[src/rtl/dm_pkg.sv]
// Shared types for the memory stage: FSM states, the DM/WB latch layout and its
// bubble value, and the sizing of the access timeout counter.
package dm_pkg;

  localparam int DATA_W = 16;
  localparam int CNT_W  = 8;

  typedef enum logic [1:0] {
    IDLE   = 2'd0,
    ACCESS = 2'd1,
    HALTED = 2'd2
  } dm_state_e;

  typedef struct packed {
    logic              valid;
    logic [DATA_W-1:0] read_data;
    logic [DATA_W-1:0] alu;
    logic [DATA_W-1:0] pc;
    logic              halt_n;
    logic              err;
  } dmwb_t;

  // Empty latch slot; also the reset image (halt marker is active-low).
  localparam dmwb_t DMWB_BUBBLE = '{
    valid: 1'b0, read_data: '0, alu: '0, pc: '0, halt_n: 1'b1, err: 1'b0
  };

endpackage

[src/rtl/dm_mem_if.sv]
// Request/acknowledge data-memory bus between the memory stage (master) and
// the data memory (slave).
interface dm_mem_if;

  logic                      req;
  logic                      wr;
  logic [dm_pkg::DATA_W-1:0] addr;
  logic [dm_pkg::DATA_W-1:0] wdata;
  logic [dm_pkg::DATA_W-1:0] rdata;
  logic                      ack;

  modport master (output req, wr, addr, wdata, input rdata, ack);
  modport slave  (input req, wr, addr, wdata, output rdata, ack);

endinterface

[src/rtl/dmwb_latch.sv]
// DM/WB pipeline register: one async-reset flop per field; a bubble load
// replaces the whole slot with the empty value.
module dmwb_latch
  import dm_pkg::*;
(
  input  logic  clk,
  input  logic  rst,
  input  logic  ld,
  input  logic  bubble,
  input  dmwb_t d,
  output dmwb_t q
);

  dmwb_t nxt;
  logic              valid_p1;
  logic [DATA_W-1:0] read_data_p1;
  logic [DATA_W-1:0] alu_p1;
  logic [DATA_W-1:0] pc_p1;
  logic              halt_n_p1;
  logic              err_p1;

  assign nxt = bubble ? DMWB_BUBBLE : d;

  always_ff @(posedge clk or negedge rst) begin
    if (!rst) begin
      valid_p1     <= DMWB_BUBBLE.valid;
      read_data_p1 <= DMWB_BUBBLE.read_data;
      alu_p1       <= DMWB_BUBBLE.alu;
      pc_p1        <= DMWB_BUBBLE.pc;
      halt_n_p1    <= DMWB_BUBBLE.halt_n;
      err_p1       <= DMWB_BUBBLE.err;
    end else if (ld) begin
      valid_p1     <= nxt.valid;
      read_data_p1 <= nxt.read_data;
      alu_p1       <= nxt.alu;
      pc_p1        <= nxt.pc;
      halt_n_p1    <= nxt.halt_n;
      err_p1       <= nxt.err;
    end
  end

  assign q = '{valid: valid_p1, read_data: read_data_p1, alu: alu_p1,
               pc: pc_p1, halt_n: halt_n_p1, err: err_p1};

endmodule

[src/rtl/dm_stage.sv]
// Memory stage: issues loads/stores over a req/ack bus, stalls upstream while
// an access is in flight, and feeds the registered DM/WB latch.
module dm_stage
  import dm_pkg::*;
#(
  parameter int TIMEOUT = 16
) (
  input  logic              clk,
  input  logic              rst,
  input  logic [DATA_W-1:0] EXDM_ALU,
  input  logic [DATA_W-1:0] EXDM_RTData,
  input  logic [DATA_W-1:0] EXDM_PC,
  input  logic              EXDM_MemRead,
  input  logic              EXDM_MemWrt,
  input  logic              EXDM_HaltSig,
  input  logic              EXDM_err,
  dm_mem_if.master          mem,
  output logic              DM_stall,
  output logic              DMWB_valid,
  output logic [DATA_W-1:0] DMWB_ReadData,
  output logic [DATA_W-1:0] DMWB_ALU,
  output logic [DATA_W-1:0] DMWB_PC,
  output logic              DMWB_HaltSig,
  output logic              DMWB_err
);

  localparam logic [CNT_W-1:0] CNT_LAST = CNT_W'(TIMEOUT - 1);

  dm_state_e         state_q, state_d;
  logic [CNT_W-1:0]  cnt_q, cnt_d;
  logic [DATA_W-1:0] addr_p0, wdata_p0;
  logic              wr_p0;
  logic              acc, mis, conf;
  logic              capture, ld, bubble;
  dmwb_t             d, q;

  assign acc  = EXDM_MemRead ^ EXDM_MemWrt;
  assign mis  = acc & EXDM_ALU[0];
  assign conf = EXDM_MemRead & EXDM_MemWrt;

  always_comb begin
    state_d  = state_q;
    cnt_d    = '0;
    capture  = 1'b0;
    ld       = 1'b1;
    bubble   = 1'b0;
    DM_stall = 1'b0;
    mem.req  = 1'b0;
    d = '{valid: 1'b1, read_data: '0, alu: EXDM_ALU, pc: EXDM_PC,
          halt_n: EXDM_HaltSig, err: EXDM_err};
    case (state_q)
      IDLE: begin
        if (acc && !mis) begin
          capture  = 1'b1;
          DM_stall = 1'b1;
          bubble   = 1'b1;
          state_d  = ACCESS;
        end else begin
          d.err = EXDM_err | mis | conf;
          if (!EXDM_HaltSig) state_d = HALTED;
        end
      end
      ACCESS: begin
        mem.req  = 1'b1;
        DM_stall = !mem.ack;
        // An ack arriving in the last allowed cycle still completes cleanly.
        if (mem.ack) begin
          d.read_data = wr_p0 ? '0 : mem.rdata;
          state_d     = EXDM_HaltSig ? IDLE : HALTED;
        end else if (cnt_q == CNT_LAST) begin
          d.err   = 1'b1;
          state_d = EXDM_HaltSig ? IDLE : HALTED;
        end else begin
          bubble = 1'b1;
          cnt_d  = cnt_q + 1'b1;
        end
      end
      HALTED: ld = 1'b0;
      default: state_d = IDLE;
    endcase
  end

  always_ff @(posedge clk or negedge rst) begin
    if (!rst) begin
      state_q <= IDLE;
      cnt_q   <= '0;
    end else begin
      state_q <= state_d;
      cnt_q   <= cnt_d;
    end
  end

  // Access capture: held for the whole ACCESS phase.
  always_ff @(posedge clk) begin
    if (capture) begin
      addr_p0  <= EXDM_ALU;
      wdata_p0 <= EXDM_RTData;
      wr_p0    <= EXDM_MemWrt;
    end
  end

  assign mem.wr    = mem.req & wr_p0;
  assign mem.addr  = mem.req ? addr_p0 : '0;
  assign mem.wdata = mem.req ? wdata_p0 : '0;

  dmwb_latch u_dmwb (
    .clk    (clk),
    .rst    (rst),
    .ld     (ld),
    .bubble (bubble),
    .d      (d),
    .q      (q)
  );

  assign DMWB_valid    = q.valid;
  assign DMWB_ReadData = q.read_data;
  assign DMWB_ALU      = q.alu;
  assign DMWB_PC       = q.pc;
  assign DMWB_HaltSig  = q.halt_n;
  assign DMWB_err      = q.err;

endmodule

[src/flat_wrapper.sv]
// flat-port wrapper written by rule: the top's interface ports become plain ports
module dm_stage_flat import dm_pkg::*;
#(
  parameter int TIMEOUT = 16
)
  (clk, rst, EXDM_ALU, EXDM_RTData, EXDM_PC, EXDM_MemRead, EXDM_MemWrt, EXDM_HaltSig, EXDM_err, DM_stall, DMWB_valid, DMWB_ReadData, DMWB_ALU, DMWB_PC, DMWB_HaltSig, DMWB_err, mem_req, mem_wr, mem_addr, mem_wdata, mem_rdata, mem_ack);
  dm_mem_if mem_i ();
  input  logic clk;
  input  logic rst;
  input  logic [DATA_W-1:0] EXDM_ALU;
  input  logic [DATA_W-1:0] EXDM_RTData;
  input  logic [DATA_W-1:0] EXDM_PC;
  input  logic EXDM_MemRead;
  input  logic EXDM_MemWrt;
  input  logic EXDM_HaltSig;
  input  logic EXDM_err;
  output logic DM_stall;
  output logic DMWB_valid;
  output logic [DATA_W-1:0] DMWB_ReadData;
  output logic [DATA_W-1:0] DMWB_ALU;
  output logic [DATA_W-1:0] DMWB_PC;
  output logic DMWB_HaltSig;
  output logic DMWB_err;
  output wire logic [$bits(mem_i.req)-1:0] mem_req;
  output wire logic [$bits(mem_i.wr)-1:0] mem_wr;
  output wire logic [$bits(mem_i.addr)-1:0] mem_addr;
  output wire logic [$bits(mem_i.wdata)-1:0] mem_wdata;
  input wire logic [$bits(mem_i.rdata)-1:0] mem_rdata;
  input wire logic [$bits(mem_i.ack)-1:0] mem_ack;
  assign mem_req = mem_i.req;
  assign mem_wr = mem_i.wr;
  assign mem_addr = mem_i.addr;
  assign mem_wdata = mem_i.wdata;
  assign mem_i.rdata = mem_rdata;
  assign mem_i.ack = mem_ack;
  dm_stage #(.TIMEOUT(TIMEOUT)) u_core (.clk(clk), .rst(rst), .EXDM_ALU(EXDM_ALU), .EXDM_RTData(EXDM_RTData), .EXDM_PC(EXDM_PC), .EXDM_MemRead(EXDM_MemRead), .EXDM_MemWrt(EXDM_MemWrt), .EXDM_HaltSig(EXDM_HaltSig), .EXDM_err(EXDM_err), .mem(mem_i), .DM_stall(DM_stall), .DMWB_valid(DMWB_valid), .DMWB_ReadData(DMWB_ReadData), .DMWB_ALU(DMWB_ALU), .DMWB_PC(DMWB_PC), .DMWB_HaltSig(DMWB_HaltSig), .DMWB_err(DMWB_err));
endmodule
[config.mk]
export PLATFORM = sky130hd
export DESIGN_NAME = dm_stage_flat
export DESIGN_NICKNAME = d
export VERILOG_FILES = /design/src/rtl/dm_pkg.sv /design/src/rtl/dm_mem_if.sv /design/src/rtl/dmwb_latch.sv /design/src/rtl/dm_stage.sv /design/src/flat_wrapper.sv
export SDC_FILE = /design/constraint.sdc
export NUM_CORES = 1
export LEC_CHECK = 0
export CORE_ASPECT_RATIO = 1.5
export CORE_UTILIZATION = 44
export DETAILED_ROUTE_END_ITERATION = 6
export GPL_TIMING_DRIVEN = 1
export PLACE_DENSITY = 0.82
export SLEW_MARGIN = 5
export SYNTH_ARGS = -nofsm -noshare
export SYNTH_HDL_FRONTEND = slang
export SYNTH_HIERARCHICAL = 1
export SYNTH_SLANG_ARGS = --single-unit
[constraint.sdc]
create_clock -name clk -period 2.45 [get_ports clk]
set_input_delay 0.3675 -clock clk [delete_from_list [all_inputs] [get_ports clk]]
set_output_delay 0.3675 -clock clk [all_outputs]
set_load 0.02 [all_outputs]
# ---- Word-level counts from Yosys, hierarchy flattened
# Cells that the tools add are included.
dict set report totals {
  in_bits 71
  reg_bits 94
}
dict set report op_classes {
  bitwise 7
  mux 26
  n_reduce_logical 5
  add_sub_neg 1
  eq_ne 5
}
# operator n
set op_table {}
lappend op_table {{$mux W16} 5}
lappend op_table {{$mux W51} 1}
lappend op_table {{$mux W8} 3}
lappend op_table {{$mux W2} 5}
lappend op_table {{$add A8 B1 Y8 const B} 1}
lappend op_table {{$eq A8 B4 Y1 const B} 1}
lappend op_table {{$mux W1} 8}
lappend op_table {{$ne A3 B2 Y1 const B} 2}
lappend op_table {{$pmux W1 S2} 3}
lappend op_table {{$pmux W2 S3} 1}
lappend op_table {{$and A1 B1 Y1} 3}
lappend op_table {{$reduce_and A3 Y1} 1}
lappend op_table {{$eq A2 B1 Y1 const B} 1}
lappend op_table {{$eq A2 B2 Y1 const B} 1}
lappend op_table {{$logic_not A1 Y1} 2}
lappend op_table {{$logic_not A2 Y1} 1}
lappend op_table {{$or A1 B1 Y1} 2}
lappend op_table {{$logic_and A1 B1 Y1} 1}
lappend op_table {{$not A1 Y1} 1}
lappend op_table {{$xor A1 B1 Y1} 1}

# ---- Longest topological paths before layout
# Gate-level depths: netlist of the first run.
dict set report depth {
  word_depth 7
  mapped_depth 7
  ltp_nobuf 6
}

# ---- Hierarchy
# The synthesis of the first run kept the hierarchy.
# mod n_inst cells_each area_each_um2 seq_area_each_um2
set modules_own_cells {}
lappend modules_own_cells {dmwb_latch 1 223 2239.6 1277.5}
lappend modules_own_cells {dm_stage 1 146 1873.0 1241.2}

# ---- Least setup slack after synthesis of the first run
# No wires, ideal clock.
dict set report synth_path {
  kind {input to register}
  startpoint {input EXDM_MemRead}
  endpoint {register u_core.addr_p0[0] (enable)}
  path_stages 4
  arrival_ns 1.753
  setup_slack_ns 0.309
  setup_ns 0.388
  path_buffers 0
  path_cell_list {ha_1 nand2b_1 or3_1 inv_1}
}
dict set report synth_between {
  elab_chain_len 6
}
# element line
set synth_lines {}
lappend synth_lines {{start: declaration} flat_wrapper.sv:13} ;# input logic EXDM_MemRead;
lappend synth_lines {{$xor A1 B1 Y1 *} dm_stage.sv:37} ;# assign acc = EXDM_MemRead ^ EXDM_MemWrt;
lappend synth_lines {{$and A1 B1 Y1} dm_stage.sv:38} ;# assign mis = acc & EXDM_ALU[0];
lappend synth_lines {{$logic_not A1 Y1} dm_stage.sv:53} ;# if (acc && !mis) begin
lappend synth_lines {{$logic_and A1 B1 Y1 *} dm_stage.sv:53}
lappend synth_lines {{$mux W1 *} dm_stage.sv:53}
lappend synth_lines {{$mux W1 *} dm_stage.sv:51} ;# case (state_q)
lappend synth_lines {{named net u_core.capture} dm_stage.sv:34} ;# logic capture, ld, bubble;
lappend synth_lines {{end signal: assignment} dm_stage.sv:96} ;# addr_p0 <= EXDM_ALU;
lappend synth_lines {{end: declaration} dm_stage.sv:31} ;# logic [DATA_W-1:0] addr_p0, wdata_p0;
# The timed path passes the listed nets; every way through them passes the cells marked *.
# A chain may end at the register's enable or synchronous reset.

# ---- Worst setup path after layout of the first run
dict set report layout_path {
  startpoint {register u_core.state_q[1]}
  endpoint {output mem_addr[15]}
}
dict set report layout_between {
  elab_chain_len 3
}
# element line
set layout_lines {}
lappend layout_lines {{start: declaration} dm_stage.sv:29} ;# dm_state_e state_q, state_d;
lappend layout_lines {{start signal: assignment} dm_stage.sv:88} ;# state_q <= state_d;
lappend layout_lines {{$eq A2 B1 Y1} dm_stage.sv:51}
lappend layout_lines {{$mux W1} dm_stage.sv:51}
lappend layout_lines {{$mux W16} dm_stage.sv:103} ;# assign mem.addr = mem.req ? addr_p0 : '0;
lappend layout_lines {{end: declaration} flat_wrapper.sv:26} ;# output wire logic [$bits(mem_i.addr)-1:0] mem_addr;
# Every way passes these cells.

==> results of run 1 <==
[power breakdown]
part | leakage, uW | switching [uW] | internal (uW)
logic | 0.00120 | 1140 | 937
registers | 0.00109 | 190 | 2000
clock network | 0.000138 | 538 | 788
[metrics by stage]
| stage | utilization (%) | total power, uW | cells | setup TNS, ns | setup WS (ns) |
|---|---|---|---|---|---|
| 2_1_floorplan | - | 3420 | 369 | 0 | 0.309 |
| 3_3_place_gp | 64.8 | 4250 | 621 | -0.0649 | -0.0649 |
| 3_5_place_dp | 64.8 | 4310 | 621 | -0.0826 | -0.0826 |
| 4_1_cts | 67.9 | 5650 | 637 | 0 | 0.0807 |
| 5_1_grt | 67.9 | 5910 | 637 | 0 | 0.00651 |
| 6_report | 67.9 | 5590 | 637 | 0 | 0.0966 |
[cell usage after synthesis (2+ instances only)]
cell type / instances / area [sq um]
nor3_1: 2 / 10.0
and2_1: 50 / 313
dfrtp_1: 60 / 1500
edfxtp_1: 33 / 991
nand3b_1: 51 / 383
clkbuf_1: 7 / 26.3
o21ai_0: 36 / 180
nand2b_1: 2 / 12.5
buf_6: 6 / 67.6
nand3_1: 4 / 20.0
o21ai_1: 18 / 90.1
buf_4: 3 / 22.5
a21oi_1: 5 / 25.0
nand2_1: 5 / 18.8
or3_1: 5 / 31.3
ha_1: 2 / 25.0
nor2_1: 5 / 18.8
inv_1: 52 / 195
buf_2: 7 / 35.0
[state kept, by name, indices dropped and copies added (netlist names)]
| signal | count |
|---|---|
| u_core/addr_p0 | 16 |
| u_core/cnt_q | 8 |
| u_core/state_q | 2 |
| u_core/u_dmwb/alu_p1 | 16 |
| u_core/u_dmwb/err_p1 | 1 |
| u_core/u_dmwb/halt_n_p1 | 1 |
| u_core/u_dmwb/pc_p1 | 16 |
| u_core/u_dmwb/read_data_p1 | 16 |
| u_core/u_dmwb/valid_p1 | 1 |
| u_core/wdata_p0 | 16 |
| u_core/wr_p0 | 1 |
[metal layers]
metal | wire length (microns) | vias to the layer above | GRT usage, % | share of wire, %
li1 | - | 1520 | - | -
met1 | 3550 | 1465 | 22.5 | 37
met2 | 5080 | 117 | 36.2 | 53
met3 | 622 | 21 | 4.45 | 6.5
met4 | 302 | 0 | 9.93 | 3.2
met5 | 0 | - | 0 | 0
[worst paths after layout]
check                                  startpoint                            end  slack [ns]  cells past startpoint
min in group clk                  u_core/cnt_q[0]                u_core/cnt_q[0]        0.49                      1
worst min register to register    u_core/cnt_q[0]                u_core/cnt_q[0]        0.49                      1
max in group asynchronous                     rst        u_core/u_dmwb/alu_p1[2]        1.73                      2
worst min-delay path                          rst  u_core/u_dmwb/read_data_p1[8]        0.20                      2
worst max register to register    u_core/cnt_q[5]        u_core/u_dmwb/pc_p1[12]        0.29                      6
worst max-delay path            u_core/state_q[1]                   mem_addr[15]         0.1                      4
[worst max-delay path, cell delays in order (launching register included)]
cell             delay [ns]
dfrtp_1                0.47
nor2b_2                0.22
buf_12                 0.18
and2_1                 0.13
clkdlybuf4s50_1        0.64
[cells by family after synthesis]
| logic type | Yosys count | synth area share, % |
|---|---|---|
| simple gates | 132 | 21.3 |
| flops | 94 | 61.2 |
| buf+inv | 76 | 8.55 |
| compound gates | 62 | 7.79 |
| fa+ha+maj | 2 | 0.608 |
| other cells | 1 | 0.0912 |
| xor+xnor | 1 | 0.213 |
| mux | 1 | 0.243 |
[area by class of cell]
cell class / instances / area share (%)
tap: 110 / 2.27
inverter: 52 / 3.22
clock buffer: 12 / 3.90
clock inverter: 4 / 0.784
multi-input combinational: 199 / 20.6
timing repair buffer: 166 / 27.7
sequential: 94 / 41.5
==> qor.txt, run 1 <==
Clk sink count: 94
Final hold violation count: 0
Number of buffers on the longest clock path: 2
Floorplan core area: 8930 sq um
Post-synthesis sequential area ratio: 61.2%
Final critical-path share of the clock period: 96.1%
Via count of the first global-routing pass: 3160
Clk Latency, worst-skew pair: 0.33 ns
DR DRC count: 0
Post-Synthesis Cells: 369
Synthesized area: 4110 sq um
Total via count after detailed routing: 3123
Worst Max-Slew Pin Slew: 0.929 ns
Depth of the CTS H-tree: 3
Detailed-placement wirelength estimate: 6850 microns
Overflow left after global routing: 0
Placer congestion estimate: 0.765
Number of nets with antenna violations after routing: 0
Hold buffer count at CTS: 0
Setup repair after global routing missed its margin: false
Data required time of the worst path: 2.08 ns
Root Buffer: clkbuf_16
WP data arrival: 1.99 ns
Clock tree from TritonCTS: yes
Static leakage: 0.00243 uW
Post-cts repair resize count: 1
Area of the multi-input gates: 1250 sq um
Status: completed
Most instantiated flip-flop cell in the synthesis netlist: dfrtp_1
Count of filler cells inserted in the layout: 680
Worst clock skew: 0.00762 ns
Nature of the critical path endpoint: output pin
Setup CP Type: reg -> out
Power Density: 922 nW/um^2
Avg Cell Area, Syn: 11.1 sq um
Number of library cell types mapped by synthesis: 35
PortBufs: 156
Register cell area after layout: 2520 sq um
Flops & latches, synth: 94
CP Max Fanout: 33
Count of TritonRoute iterations in the first routing pass: 6
Synthesized net count: 442
Global-route wire length before repair: 15000 microns
Chip height: 120 microns
Final routed wirelength across all metal layers: 9560 microns
Clock transition time at the flip-flop clock pins of the worst setup and hold paths: 0.06 ns
Pin count of the biggest net entering global routing: 104
Time the worst path needs with I/O delays and setup: 2.35 ns
Post-Layout Inst Area: 6070 sq um
Number of violations of the max-capacitance limit: 0
Critical path launch point type: flip-flop
Num rows: 42
Initial antenna violation count: 0
Slew Viols, Final: 0
Initial DRC count: 105
Width of the chip: 80.9 microns
Buffers inserted by post-CTS timing repair: 0
Achievable clock frequency: 425 MHz
Detail-routed net length per standard cell: 15.0 microns
Number of buffers added by the clock tree synthesis step: 9
Commonest non-fill, non-tap cells in the layout: clkdlybuf4s50_1, dfrtp_1, inv_1
Peak supply drop: 0.000764 V
Initial cell density of the core: 46.0%
Worst hold path type: in -> async
Count of flip-flops with a built-in enable after synthesis: 33
Worst-case hold slack: 0.203 ns
Fraction of layout cells with a size suffix above 1: 5.31%
Ports placed on the boundary: 157
Warning count from the yosys run: 6
Area growth syn-to-layout: 47.6%
# nets final: 595
Async set-reset flop share out of synthesis: 64.9%
Most common cell after layout, fill and taps aside: clkdlybuf4s50_1
Post-place instance area: 5790 sq um
Antenna Diode Count: 0
Tightest slew margin relative to the limit: 38.1%
Endpoints failing setup: 0
Per-cell via count in the routed design: 4.90
Global-route total usage across every layer: 20.5%
Area enclosed by the die boundary: 9750 sq um
Power figures use the tool's default switching activity.
==> inputs of run 2 (changes only) <==
--- a/config.mk
+++ b/config.mk
@@ -5,11 +5,14 @@
 export SDC_FILE = /design/constraint.sdc
 export NUM_CORES = 1
 export LEC_CHECK = 0
+export ABC_CLOCK_PERIOD_IN_PS = 2450
 export CORE_ASPECT_RATIO = 1.5
-export CORE_UTILIZATION = 44
+export CORE_UTILIZATION = 45
+export CTS_BUF_LIST = sky130_fd_sc_hd__clkbuf_8
 export DETAILED_ROUTE_END_ITERATION = 6
 export GPL_TIMING_DRIVEN = 1
-export PLACE_DENSITY = 0.82
+export PLACE_DENSITY = 0.84
+export RECOVER_POWER = 25
 export SLEW_MARGIN = 5
 export SYNTH_ARGS = -nofsm -noshare
 export SYNTH_HDL_FRONTEND = slang
==> qor.txt, run 2 (synthesis results as in run 1) <==
DR DRC count: 0 (unchanged)
Met1 Usage GRT: 23.5% (+0.98 points)
Antenna Diode Count: 0 (unchanged)
Endpoints failing setup: 0 (unchanged)
Ports placed on the boundary: 157 (unchanged)
Worst clock skew: 0.0124 ns (+0.00481 ns)
Total via count after detailed routing: 3130 (+0.22%)
Clk sink count: 94 (unchanged)
Final critical-path share of the clock period: 93.7% (-2.4 points)
Num rows: 42 (unchanged)
Pwr Total: 5180 uW (-7.3%)
Per-cell via count in the routed design: 4.91 (+0.22%)
PortBufs: 156 (unchanged)
Peak supply drop: 0.000583 V (-24%)
Switching component of the power: 1820 uW (-2.4%)
Data required time of the worst path: 2.08 ns (about the same)
Area growth syn-to-layout: 45.2%
Post-route insts no fill: 637 (unchanged)
Initial DRC count: 123 (+17%)
Fraction of layout cells with a size suffix above 1: 5.88% (+0.57 points)
Root Buffer: clkbuf_8
Floorplan core area: 8830 sq um (-1.2%)
Switching Share: 35.2% (+1.8 points)
Static leakage: 0.00251 uW (+3.4%)
Time the worst path needs with I/O delays and setup: 2.30 ns (-0.0584 ns)
Slew Viols, Final: 62 (+62)
Standard cell with the maximum stage delay on the critical path: clkdlybuf4s50_1
Number of violations of the max-capacitance limit: 1 (+1)
CP Max Fanout: 35 (+6.1%)
Busiest layer in global routing: met2
Violations in the final reports: max-capacitance violations, max-slew violations
Commonest non-fill, non-tap cells in the layout: clkdlybuf4s50_1, dfrtp_1, inv_1
Depth of the CTS H-tree: 3 (unchanged)
Achievable clock frequency: 436 MHz (+2.5%)
Count of TritonRoute iterations in the first routing pass: 5 (-1)
Placer congestion estimate: 0.762 (-0.46%)
Grt met3 use: 2.99% (-1.5 points)
Internal cell power: 3360 uW (-9.8%)
Clock transition time at the flip-flop clock pins of the worst setup and hold paths: 0.09 ns (+0.03 ns)
Worst hold path type: in -> async
Clock tree from TritonCTS: yes
WP data arrival: 1.93 ns (-0.06 ns)
Clk Latency, worst-skew pair: 0.35 ns (+0.02 ns)
Share of total power in sequential cells: 42.1% (+3.0 points)
Via count of the first global-routing pass: 3092 (-2.2%)
Tightest slew margin relative to the limit: -0.661% (-39 points)
Power Density: 868 nW/um^2 (-5.8%)
Area enclosed by the die boundary: 9530 sq um (-2.2%)
Most common cell after layout, fill and taps aside: clkdlybuf4s50_1
Clock power frac: 18.0% (-5.7 points)
Pin count of the biggest net entering global routing: 104 (unchanged)
Core Util, Final: 67.6% (-0.28 points)
Number of nets with antenna violations after routing: 0 (unchanged)
Worst Max-Slew Pin Slew: 1.51 ns (+0.581 ns)
Nature of the critical path endpoint: output pin
Cell total after placement: 621 (unchanged)
Initial cell density of the core: 46.6% (+0.55 points)
Final routed wirelength across all metal layers: 9510 microns (-0.51%)
Detail-routed net length per standard cell: 14.9 microns (-0.51%)
Hold buffer count at CTS: 0 (unchanged)
Post-place instance area: 5770 sq um (-0.22%)
Combinational share of power: 39.9% (+2.8 points)
Critical path launch point type: flip-flop
Setup repair after global routing missed its margin: false
Status: finished with violations
Overflow left after global routing: 0 (unchanged)
GR met2 Demand/Resource: 37.9% (+1.6 points)
Buffers inserted by post-CTS timing repair: 0 (unchanged)
# nets final: 595 (unchanged)
Number of buffers on the longest clock path: 2 (unchanged)
Post-Layout Inst Area: 5970 sq um (-1.6%)
Setup CP Type: reg -> out
Detailed-placement wirelength estimate: 6860 microns (+0.18%)
Global-route wire length before repair: 15000 microns (about the same)
Global-route total usage across every layer: 21.0% (+0.52 points)
Cell Chain, Critical Path: nor2b_2 > buf_6 > and2_1 > clkdlybuf4s50_1
Final hold violation count: 0 (unchanged)
Number of buffers added by the clock tree synthesis step: 9 (unchanged)
Width of the chip: 80.1 microns (-1.1%)
Final-layout setup total negative slack: 0 ns (unchanged)
Delay of the slowest cell on the worst path: 0.61 ns (-0.03 ns)
Initial antenna violation count: 0 (unchanged)
Chip height: 119 microns (-1.1%)
[run 2: cell count changes in the layout (fill, tap and decap cells not counted), moves of 2 or more]
cell | previous run | this run
clkbuf_8 | 0 | 12
dfrtp_1 | 60 | 58
clkbuf_1 | 3 | 0
dlygate4sd3_1 | 0 | 31
clkdlybuf4s50_1 | 154 | 117
dlymetal6s2s_1 | 0 | 6
dfrtp_2 | 0 | 2
clkbuf_16 | 9 | 0
inv_1 | 52 | 55
[run 2: final cells by class]
| class | count | area [sq um] |
|---|---|---|
| Clock buffer | 12 | 165 |
| Clock inverter | 4 | 16.3 |
| Fill cell | 668 | 2860 |
| Inverter | 52 | 195 |
| Multi-Input combinational cell | 199 | 1250 |
| Sequential cell | 94 | 2520 |
| Tap cell | 110 | 138 |
| Timing Repair Buffer | 166 | 1680 |
[run 2: metrics by stage]
stage                     setup slack, ns  hold WS, ns
final                               0.155        0.452
after global routing               0.0259        0.514
after CTS                          0.0131        0.192
after detailed placement           -0.102        0.482
after global placement            -0.0634        0.468
after floorplan                     0.309       0.0719
[run 2: worst paths after layout]
path	from	endpoint	slack, ns	cells past startpoint
worst max register to register	u_core/cnt_q[4]	u_core/u_dmwb/pc_p1[13]	0.20	6
worst max-delay path	u_core/state_q[1]	mem_addr[3]	0.15	4
max in group asynchronous	rst	u_core/state_q[1]	0.97	2
min in group clk	u_core/cnt_q[0]	u_core/cnt_q[0]	0.49	1
worst min-delay path	rst	u_core/u_dmwb/alu_p1[8]	0.45	2
worst min register to register	u_core/cnt_q[0]	u_core/cnt_q[0]	0.49	1
[run 2: repair_timing]
| item | in CTS | in global routing |
|---|---|---|
| gates cloned | 0 | 0 |
| setup endpoints to repair | 1 | 33 |
| gates resized for setup | 1 | 9 |
| pin swaps | 0 | 0 |
| endpoints found under the hold margin | 0 | 0 |
[run 2: per-layer routing]
| metal | part of all wire [%] | vias up |
|---|---|---|
| met5 | 0 | - |
| met2 | 54 | 107 |
| met4 | 2.5 | 0 |
| li1 | - | 1519 |
| met1 | 38 | 1489 |
| met3 | 4.9 | 15 |
[run 2: power groups by stage]
| stage | registers [uW] | logic, uW | clock network [uW] |
|---|---|---|---|
| 2_1_floorplan | 2510 | 910 | 0 |
| 3_3_place_gp | 2200 | 2040 | 0 |
| 3_5_place_dp | 2210 | 2100 | 0 |
| 4_1_cts | 2180 | 2100 | 969 |
| 5_1_grt | 2220 | 2250 | 1010 |
| 6_report | 2180 | 2070 | 932 |
[run 2: critical path: cells and delay by family (launching register included)]
| kind | cells | cell delay, ns |
|---|---|---|
| buffers and inverters | 2 | 0.82 |
| DFF | 1 | 0.47 |
| and+or+nand+nor | 2 | 0.29 |
==> inputs of run 3 (changes only) <==
--- a/config.mk
+++ b/config.mk
@@ -13,7 +13,7 @@
 export GPL_TIMING_DRIVEN = 1
 export PLACE_DENSITY = 0.84
 export RECOVER_POWER = 25
-export SLEW_MARGIN = 5
+export SLEW_MARGIN = 25
 export SYNTH_ARGS = -nofsm -noshare
 export SYNTH_HDL_FRONTEND = slang
 export SYNTH_HIERARCHICAL = 1
==> results of run 3 <==
Same layout as run 2: the final DEF is identical, and so are final timing and power.
